## config.mk

```make
export PLATFORM = sky130hd
export DESIGN_NAME = class_top2_select_flat
export DESIGN_NICKNAME = d
export VERILOG_FILES = /design/src/rtl/class_sel_pkg.sv /design/src/rtl/class_sel_if.sv /design/src/rtl/class_top2_select_argmax.sv /design/src/rtl/class_top2_select.sv /design/src/flat_wrapper.sv
export SDC_FILE = /design/constraint.sdc
export NUM_CORES = 1
export LEC_CHECK = 0
export CAP_MARGIN = 40
export CORE_ASPECT_RATIO = 1.5
export CORE_UTILIZATION = 30
export DETAILED_ROUTE_END_ITERATION = 8
export GPL_TIMING_DRIVEN = 0
export PLACE_DENSITY_LB_ADDON = 0.3
export SKIP_CTS_REPAIR_TIMING = 1
export SYNTH_ARGS = -nofsm -noshare
export SYNTH_HDL_FRONTEND = slang
export SYNTH_SLANG_ARGS = --single-unit
```

## constraint.sdc

```tcl
create_clock -name clk -period 14.7 [get_ports clk]
set_clock_uncertainty 0.05 [all_clocks]
set_input_delay 2.205 -clock clk [delete_from_list [all_inputs] [get_ports clk]]
set_output_delay 2.205 -clock clk [all_outputs]
set_load 0.03 [all_outputs]
```

## src/rtl/class_sel_pkg.sv

```systemverilog
`default_nettype none
// =============================================================================
// Module   : class_sel_pkg
// Brief    : Shared FSM states, score floor and index-width helper for the
//            top-2 class selector.
// Revision : 1.0
// =============================================================================
package class_sel_pkg;

    typedef enum logic [2:0] {
        S_IDLE   = 3'd0,
        S_MARK   = 3'd1,
        S_PASS1  = 3'd2,
        S_DRAIN1 = 3'd3,
        S_REWIND = 3'd4,
        S_PASS2  = 3'd5,
        S_DRAIN2 = 3'd6,
        S_DONE   = 3'd7
    } state_e;

    // Left-aligned most-negative value; take the top SCORE_W bits for any width.
    localparam logic [63:0] SCORE_MIN = {1'b1, 63'd0};

    function automatic int unsigned idx_width(input int unsigned max_classes);
        return (max_classes > 1) ? $clog2(max_classes) : 1;
    endfunction

endpackage
`default_nettype wire

```

## src/rtl/class_sel_if.sv

```systemverilog
`default_nettype none
// =============================================================================
// Module   : class_sel_if
// Brief    : FIFO-side and result-side signal bundle of the top-2 selector.
// Revision : 1.0
// =============================================================================
interface class_sel_if
    import class_sel_pkg::*;
#(
    parameter int unsigned SCORE_W = 16,
    parameter int unsigned IDX_W   = idx_width(1000)
);
    logic               i_start;
    logic [15:0]        i_num_classes;
    logic [SCORE_W-1:0] i_front;
    logic               i_empty;
    logic               o_pop;
    logic               o_mark_read_rst;
    logic               o_read_rst;
    logic               o_flush;
    logic               o_busy;
    logic               o_done;
    logic [IDX_W-1:0]   o_top1_idx;
    logic [SCORE_W-1:0] o_top1_score;
    logic [IDX_W-1:0]   o_top2_idx;
    logic [SCORE_W-1:0] o_top2_score;
    logic               o_top2_vld;

    modport master (
        output i_start, i_num_classes, i_front, i_empty,
        input  o_pop, o_mark_read_rst, o_read_rst, o_flush, o_busy, o_done,
        input  o_top1_idx, o_top1_score, o_top2_idx, o_top2_score, o_top2_vld
    );

    modport slave (
        input  i_start, i_num_classes, i_front, i_empty,
        output o_pop, o_mark_read_rst, o_read_rst, o_flush, o_busy, o_done,
        output o_top1_idx, o_top1_score, o_top2_idx, o_top2_score, o_top2_vld
    );
endinterface
`default_nettype wire

```

## src/rtl/class_top2_select_argmax.sv

```systemverilog
`default_nettype none
// =============================================================================
// Module   : argmax_scan
// Brief    : Streaming signed max tracker with optional single-index exclusion.
// Revision : 1.0
// =============================================================================
module argmax_scan
    import class_sel_pkg::*;
#(
    parameter int unsigned SCORE_W = 16,
    parameter int unsigned IDX_W   = 10
) (
    input  logic                      clk,
    input  logic                      rst_n,
    input  logic                      clear_i,
    input  logic                      vld_i,
    input  logic [IDX_W-1:0]          idx_i,
    input  logic signed [SCORE_W-1:0] score_i,
    input  logic                      exclude_en_i,
    input  logic [IDX_W-1:0]          exclude_idx_i,
    output logic [IDX_W-1:0]          best_idx_o,
    output logic signed [SCORE_W-1:0] best_score_o
);
    localparam logic signed [SCORE_W-1:0] c_score_min = SCORE_MIN[63 -: SCORE_W];

    logic                      have_q, have_d;
    logic [IDX_W-1:0]          idx_q, idx_d;
    logic signed [SCORE_W-1:0] score_q, score_d;
    logic                      w_take;

    // The first accepted element always loads, so a frame of all-minimum scores still reports index 0.
    always_comb begin
        w_take  = vld_i && !(exclude_en_i && (idx_i == exclude_idx_i))
                  && (!have_q || (score_i > score_q));
        have_d  = have_q;
        idx_d   = idx_q;
        score_d = score_q;
        if (clear_i) begin
            have_d  = 1'b0;
            idx_d   = '0;
            score_d = c_score_min;
        end else if (w_take) begin
            have_d  = 1'b1;
            idx_d   = idx_i;
            score_d = score_i;
        end
    end

    always_ff @(posedge clk or negedge rst_n) begin
        if (!rst_n) begin
            have_q  <= 1'b0;
            idx_q   <= '0;
            score_q <= c_score_min;
        end else begin
            have_q  <= have_d;
            idx_q   <= idx_d;
            score_q <= score_d;
        end
    end

    assign best_idx_o   = idx_q;
    assign best_score_o = score_q;
endmodule
`default_nettype wire

```

## src/rtl/class_top2_select.sv

```systemverilog
`default_nettype none
// =============================================================================
// Module   : class_top2_select
// Brief    : Two-pass top-1 / top-2 selector draining a rewindable score FIFO.
// Revision : 1.0
// =============================================================================
module class_top2_select
    import class_sel_pkg::*;
#(
    parameter int unsigned SCORE_W       = 16,
    parameter int unsigned MAX_CLASSES   = 1000,
    parameter int unsigned RD_LAT        = 2,
    parameter int unsigned FLUSH_ON_DONE = 1
) (
    input  logic       clk,
    input  logic       rst_n,
    class_sel_if.slave bus
);
    localparam int unsigned IDX_W   = idx_width(MAX_CLASSES);
    localparam logic [15:0] c_max_n = 16'(MAX_CLASSES);
    localparam logic [7:0]  c_rd_lat = 8'(RD_LAT);

    logic [1:0]                rst_sync_q;
    logic                      w_rst_n;
    state_e                    state_q, state_d;
    logic [15:0]               n_q, n_d, issued_q, issued_d, ret_q, ret_d, w_n_req;
    logic [7:0]                wait_q, wait_d;
    logic [RD_LAT-1:0]         sr_q, sr_d;
    logic                      w_pop, w_mark, w_rrst, w_clear, w_latch, w_ret, w_start, w_excl;
    logic [IDX_W-1:0]          pass1_idx_q, am_idx;
    logic signed [SCORE_W-1:0] pass1_score_q, am_score;
    logic                      done_q, flush_q, busy_q, top2_vld_q;
    logic [IDX_W-1:0]          top1_idx_q, top2_idx_q;
    logic [SCORE_W-1:0]        top1_score_q, top2_score_q;

    // Reset asserts asynchronously and releases two clocks later, aligned to clk.
    always_ff @(posedge clk or negedge rst_n) begin
        if (!rst_n) rst_sync_q <= 2'b00;
        else        rst_sync_q <= {rst_sync_q[0], 1'b1};
    end
    assign w_rst_n = rst_sync_q[1];

    assign w_n_req = (bus.i_num_classes > c_max_n) ? c_max_n : bus.i_num_classes;
    assign w_ret   = sr_q[RD_LAT-1];
    assign w_excl  = (state_q == S_PASS2) || (state_q == S_DRAIN2);

    generate
        if (RD_LAT == 1) begin : g_sr_single
            assign sr_d = w_pop;
        end else begin : g_sr_multi
            assign sr_d = {sr_q[RD_LAT-2:0], w_pop};
        end
    endgenerate

    always_comb begin
        state_d  = state_q;
        n_d      = n_q;
        issued_d = issued_q;
        ret_d    = w_ret ? (ret_q + 16'd1) : ret_q;
        wait_d   = wait_q;
        w_pop    = 1'b0;
        w_mark   = 1'b0;
        w_rrst   = 1'b0;
        w_clear  = 1'b0;
        w_latch  = 1'b0;
        w_start  = 1'b0;
        case (state_q)
            S_IDLE: begin
                if (bus.i_start) begin
                    w_start  = 1'b1;
                    w_clear  = 1'b1;
                    n_d      = w_n_req;
                    issued_d = '0;
                    ret_d    = '0;
                    state_d  = (w_n_req == 16'd0) ? S_DONE : S_MARK;
                end
            end
            S_MARK: begin
                w_mark  = 1'b1;
                state_d = S_PASS1;
            end
            S_PASS1, S_PASS2: begin
                w_pop = !bus.i_empty && (issued_q < n_q);
                if (w_pop) issued_d = issued_q + 16'd1;
                if (issued_q == n_q) state_d = (state_q == S_PASS1) ? S_DRAIN1 : S_DRAIN2;
            end
            S_DRAIN1: begin
                if (ret_q == n_q) begin
                    w_latch = 1'b1;
                    wait_d  = '0;
                    state_d = (n_q >= 16'd2) ? S_REWIND : S_DONE;
                end
            end
            S_REWIND: begin
                // Rewind pulse on the first cycle, then RD_LAT quiet cycles for the FIFO head to settle.
                wait_d = wait_q + 8'd1;
                if (wait_q == 8'd0) begin
                    w_rrst   = 1'b1;
                    w_clear  = 1'b1;
                    issued_d = '0;
                    ret_d    = '0;
                end
                if (wait_q == c_rd_lat) state_d = S_PASS2;
            end
            S_DRAIN2: begin
                if (ret_q == n_q) state_d = S_DONE;
            end
            S_DONE:  state_d = S_IDLE;
            default: state_d = S_IDLE;
        endcase
    end

    always_ff @(posedge clk or negedge w_rst_n) begin
        if (!w_rst_n) begin
            state_q  <= S_IDLE;
            n_q      <= '0;
            issued_q <= '0;
            ret_q    <= '0;
            wait_q   <= '0;
            sr_q     <= '0;
        end else begin
            state_q  <= state_d;
            n_q      <= n_d;
            issued_q <= issued_d;
            ret_q    <= ret_d;
            wait_q   <= wait_d;
            sr_q     <= sr_d;
        end
    end

    argmax_scan #(
        .SCORE_W (SCORE_W),
        .IDX_W   (IDX_W)
    ) u_argmax (
        .clk           (clk),
        .rst_n         (w_rst_n),
        .clear_i       (w_clear),
        .vld_i         (w_ret),
        .idx_i         (ret_q[IDX_W-1:0]),
        .score_i       ($signed(bus.i_front)),
        .exclude_en_i  (w_excl),
        .exclude_idx_i (pass1_idx_q),
        .best_idx_o    (am_idx),
        .best_score_o  (am_score)
    );

    // Published results move only in the DONE cycle; they stay put while a frame runs.
    always_ff @(posedge clk or negedge w_rst_n) begin
        if (!w_rst_n) begin
            done_q        <= 1'b0;
            flush_q       <= 1'b0;
            busy_q        <= 1'b0;
            pass1_idx_q   <= '0;
            pass1_score_q <= '0;
            top1_idx_q    <= '0;
            top1_score_q  <= '0;
            top2_idx_q    <= '0;
            top2_score_q  <= '0;
            top2_vld_q    <= 1'b0;
        end else begin
            done_q  <= (state_q == S_DONE);
            flush_q <= (state_q == S_DONE) && (FLUSH_ON_DONE != 0);
            if (w_start) busy_q <= 1'b1;
            else if (state_q == S_DONE) busy_q <= 1'b0;
            if (w_latch) begin
                pass1_idx_q   <= am_idx;
                pass1_score_q <= am_score;
            end
            if (state_q == S_DONE) begin
                top1_idx_q   <= (n_q != 16'd0) ? pass1_idx_q : '0;
                top1_score_q <= (n_q != 16'd0) ? pass1_score_q : '0;
                top2_idx_q   <= (n_q >= 16'd2) ? am_idx : '0;
                top2_score_q <= (n_q >= 16'd2) ? am_score : '0;
                top2_vld_q   <= (n_q >= 16'd2);
            end
        end
    end

    assign bus.o_pop           = w_pop;
    assign bus.o_mark_read_rst = w_mark;
    assign bus.o_read_rst      = w_rrst;
    assign bus.o_flush         = flush_q;
    assign bus.o_busy          = busy_q;
    assign bus.o_done          = done_q;
    assign bus.o_top1_idx      = top1_idx_q;
    assign bus.o_top1_score    = top1_score_q;
    assign bus.o_top2_idx      = top2_idx_q;
    assign bus.o_top2_score    = top2_score_q;
    assign bus.o_top2_vld      = top2_vld_q;
endmodule
`default_nettype wire

```

## src/flat_wrapper.sv

```systemverilog
// flat-port wrapper written by rule: the top's interface ports become plain ports
module class_top2_select_flat import class_sel_pkg::*;
#(
    parameter int unsigned SCORE_W       = 16,
    parameter int unsigned MAX_CLASSES   = 1000,
    parameter int unsigned RD_LAT        = 2,
    parameter int unsigned FLUSH_ON_DONE = 1
)
  (clk, rst_n, bus_i_start, bus_i_num_classes, bus_i_front, bus_i_empty, bus_o_pop, bus_o_mark_read_rst, bus_o_read_rst, bus_o_flush, bus_o_busy, bus_o_done, bus_o_top1_idx, bus_o_top1_score, bus_o_top2_idx, bus_o_top2_score, bus_o_top2_vld);
  class_sel_if #(.SCORE_W(SCORE_W)) bus_i ();
  input  logic clk;
  input  logic rst_n;
  input wire logic [$bits(bus_i.i_start)-1:0] bus_i_start;
  input wire logic [$bits(bus_i.i_num_classes)-1:0] bus_i_num_classes;
  input wire logic [$bits(bus_i.i_front)-1:0] bus_i_front;
  input wire logic [$bits(bus_i.i_empty)-1:0] bus_i_empty;
  output wire logic [$bits(bus_i.o_pop)-1:0] bus_o_pop;
  output wire logic [$bits(bus_i.o_mark_read_rst)-1:0] bus_o_mark_read_rst;
  output wire logic [$bits(bus_i.o_read_rst)-1:0] bus_o_read_rst;
  output wire logic [$bits(bus_i.o_flush)-1:0] bus_o_flush;
  output wire logic [$bits(bus_i.o_busy)-1:0] bus_o_busy;
  output wire logic [$bits(bus_i.o_done)-1:0] bus_o_done;
  output wire logic [$bits(bus_i.o_top1_idx)-1:0] bus_o_top1_idx;
  output wire logic [$bits(bus_i.o_top1_score)-1:0] bus_o_top1_score;
  output wire logic [$bits(bus_i.o_top2_idx)-1:0] bus_o_top2_idx;
  output wire logic [$bits(bus_i.o_top2_score)-1:0] bus_o_top2_score;
  output wire logic [$bits(bus_i.o_top2_vld)-1:0] bus_o_top2_vld;
  assign bus_i.i_start = bus_i_start;
  assign bus_i.i_num_classes = bus_i_num_classes;
  assign bus_i.i_front = bus_i_front;
  assign bus_i.i_empty = bus_i_empty;
  assign bus_o_pop = bus_i.o_pop;
  assign bus_o_mark_read_rst = bus_i.o_mark_read_rst;
  assign bus_o_read_rst = bus_i.o_read_rst;
  assign bus_o_flush = bus_i.o_flush;
  assign bus_o_busy = bus_i.o_busy;
  assign bus_o_done = bus_i.o_done;
  assign bus_o_top1_idx = bus_i.o_top1_idx;
  assign bus_o_top1_score = bus_i.o_top1_score;
  assign bus_o_top2_idx = bus_i.o_top2_idx;
  assign bus_o_top2_score = bus_i.o_top2_score;
  assign bus_o_top2_vld = bus_i.o_top2_vld;
  class_top2_select #(.SCORE_W(SCORE_W), .MAX_CLASSES(MAX_CLASSES), .RD_LAT(RD_LAT), .FLUSH_ON_DONE(FLUSH_ON_DONE)) u_core (.clk(clk), .rst_n(rst_n), .bus(bus_i));
endmodule
```

==> qor.csv, run 1 <==
stage,metric,value,unit
pwr,p_per_area,143,nW/um^2
routing,ant_nets,0,
cts,clk_pin_slew,0.06,ns
routing,post_drt_wl_per_cell,17.1,um
global_routing,overflow,0,
pwr,peakVddDrop,0.0901,mV
finish,fillers,2690,
global_routing,antenna_found_initial,0,
sta,worst_pin_slew,0.727,ns
finish,regArea,4280,um^2
sta,finalCritPeriodShare,44.4,%
critical_path,slowest_delay,0.75,ns
yosys,synth_top_area_cell,dfrtp_1,
yosys,synth-edff-count,0,
finish,finish.utilization,38.0,%
global_routing,grt_usage,16.5,%
critical_path,crit_cells,5,
flow_run,max_cap_viol_count,0,
die,rows,74,
cts,cts_sinks,171,
critical_path,crit_path_frequent_cell,clkdlybuf4s50_1,
yosys,synthArstFlopShare,100,%
hold_path,min-delay-path-class,flop to async pin,
sta,timing_hold_violations_final,0,
placed_design,place_congestion,0.805,
routing,vias,6577,
placed_design,place_area,9840,um^2
yosys,yosysSeqAreaShare,51.2,%
global_routing,grt_pass1_wl,36400,um
yosys,syn_nets,901,
critical_path,crit_buf_inv,2,
finish,area_delta_synth_final,24.1,%
routing,drt_first_pass_iters,6,
routing,drt_iter0_markers,335,
placed_design,dp_cells,1270,
sta,fmax,153,MHz
finish,layout.cells.non_filler,1301,
die,die_h,207,um
sta,slew_headroom,51.1,%
sta,finalSetupTns,0,ns
yosys,synth.area.top_cells,"dfrtp_1, ha_1, a21oi_1",
run_status,status,"finished, violations left",
yosys,yosysWarnings,0,
critical_path,cp_top_family,buffers and inverters,
routing,met1_length,9060,um
critical_path,critPathLaunchType,input port,
yosys,syn_area,8370,um^2
routing,routed_wl,22200,um
yosys,ys_seq_elements,171,
sta,setup_violations,0,
global_routing,grt_max_degree,48,
cts,htreeDepth,4,
critical_path,critical_path.cell_chain,clkdlybuf4s50_1 > a211oi_2 > nand3_1 > nor2_1 > clkdlybuf4s50_1,
cts,cts_buffers,17,
cts,tritoncts,done,
cts,cts_buffer_depth,2,
placed_design,io_buffer_count,94,
critical_path,crit_slowest_cell,clkdlybuf4s50_1,
sta,rsz0062_at_grt,false,
critical_path,critical_path_class,input port to primary output,
sta,slew_violations,0,
die,die_w,138,um
die,core,27300,um^2
yosys,syn_inst,828,
routing,drc,26,
finish,postLayoutCellArea,10400,um^2
critical_path,critPathCaptureType,primary output,
finish,diodes,0,
pwr,power.leakage,4.59,nW
critical_path,cp.required,12.44,ns
cts,clk_latency,0.44,ns
routing,wl_met2,11800,um
cts,root_buffer,clkbuf_16,
yosys,yosys-top-cells-count,"dfrtp_1, nand2_1, a21oi_1",
placed_design,dp_slack,8.18,ns
yosys,synth-main-ff-cell,dfrtp_1,
critical_path,r2r_cells,9,
run_status,violations,design-rule violations,
critical_path,critical_path_arrival,4.28,ns
die,ios,95,
die,initial_core_util,30.6,%
routing,top_layer_used,met4,
pwr,power,1.49,mW
die,fp.dieArea,28600,um^2
yosys,synth_top_area_share,50.9,%
critical_path,crit_fanout,4,
placed_design,dp_hpwl,17000,um
finish,finalNetCount,1020,
finish,drive_gt1_share,9.07,%
sta,post-route-min-period,6.53,ns
routing,vias_per_cell,5.06,
yosys,synthDistinctLibCells,58,
sta,fin_ws,8.17,ns
routing,wl_met3,762,um
sta,hold_ws,0.263,ns
yosys,yosysMostFrequentCell,dfrtp_1,
yosys,avgSynthCellArea,10.1,um^2
global_routing,grt_pass1_vias,6857,
finish,multi_input_area,3670,um^2
## routing by layer
metal	vias to the layer above	GRT usage [%]
li1	3175	-
met1	3213	18.6
met2	155	30.4
met3	34	2.92
met4	0	7.54
met5	-	0
## final cells by class
type / instances / share of cell area [%]
inverter: 46 / 1.66
multi-input combinational: 556 / 35.4
tap: 342 / 4.12
clock inverter: 11 / 0.819
sequential: 171 / 41.3
timing repair buffer: 100 / 10.1
clock buffer: 20 / 4.40
buffer: 55 / 2.29
## state kept, by name, indices dropped and copies added (netlist names)
register,flops
u_core.u_argmax.have_q,1
u_core.bus.o_busy,1
u_core.bus.o_done,1
u_core.ret_q,16
u_core.bus.o_top2_idx,10
u_core.sr_q,2
u_core.u_argmax.best_idx_o,10
u_core.issued_q,16
u_core.state_q,3
u_core.wait_q,8
u_core.bus.o_top1_idx,10
u_core.pass1_score_q,16
u_core.n_q,16
u_core.bus.o_top1_score,16
u_core.u_argmax.best_score_o,16
u_core.bus.o_top2_score,16
u_core.bus.o_top2_vld,1
u_core.rst_sync_q,2
u_core.pass1_idx_q,10
## final timing paths
kind                                             startpoint                               to  slack (ns)
hold reg to reg                        u_core.rst_sync_q[1]                 u_core.wait_q[6]        0.26
setup reg to reg           u_core.u_argmax.best_score_o[13]  u_core.u_argmax.best_score_o[9]       11.81
hold / removal                         u_core.rst_sync_q[1]                 u_core.wait_q[6]        0.26
setup / recovery                                bus_i_empty                        bus_o_pop        8.17
min in group clk                       u_core.rst_sync_q[0]             u_core.rst_sync_q[1]        0.30
max in group asynchronous                             rst_n             u_core.rst_sync_q[1]       12.59
## cell usage in the layout, fill, tap and decap left out, drive strengths merged, types with 4 or more instances in the layout
cell	synthesis	layout
nand2	76	76
clkbuf	38	58
ha	37	37
or4	11	11
xor2	34	34
inv	46	51
o21a	7	7
clkdlybuf4s50	0	94
dfrtp	170	170
a22o	26	26
and4	5	5
nor4	18	18
o31ai	28	28
nand4	15	15
mux2	26	26
nor3	8	8
a31oi	4	4
o21ai	55	55
xnor2	8	8
nand3	48	48
a21oi	66	66
buf	17	23
nor2	44	44
## report_power, final
group | leakage [nW] | internal, mW | switching [mW]
Combinational | 2.08 | 0.180 | 0.272
Sequential | 2.25 | 0.548 | 0.0639
Clock | 0.260 | 0.226 | 0.196
## cell families after synthesis
family	after synthesis	share of synthesized area [%]
xor+xnor	42	4.40
compound gates	204	15.6
fa+ha+maj	37	5.53
other cells	1	0.0448
buf+inv	101	4.91
flops	171	51.2
simple gates	243	14.5
mux	29	3.86
No activity file was read; power rests on OpenSTA's default activity.
==> run 2, diff against run 1 <==
clock period = 5.6 ns   (was 14.7 ns; I/O delays follow)
==> results of run 2 <==
Same layout as run 1 (identical final DEF). Status: finished, violations left: design-rule violations.
Main changes from that run: setup slack after placement 8.18 ns -> 1.81 ns; clock-pin slew on the worst setup and hold paths 0.06 ns -> 0.07 ns; setup slack after layout 8.17 ns -> 1.64 ns; start point of the critical path bus_i_empty -> u_core.n_q[14]; register-to-register setup slack 11.81 ns -> 2.71 ns; total power 1.49 mW -> 3.90 mW; worst IR drop on VDD 0.0901 mV -> 0.236 mV
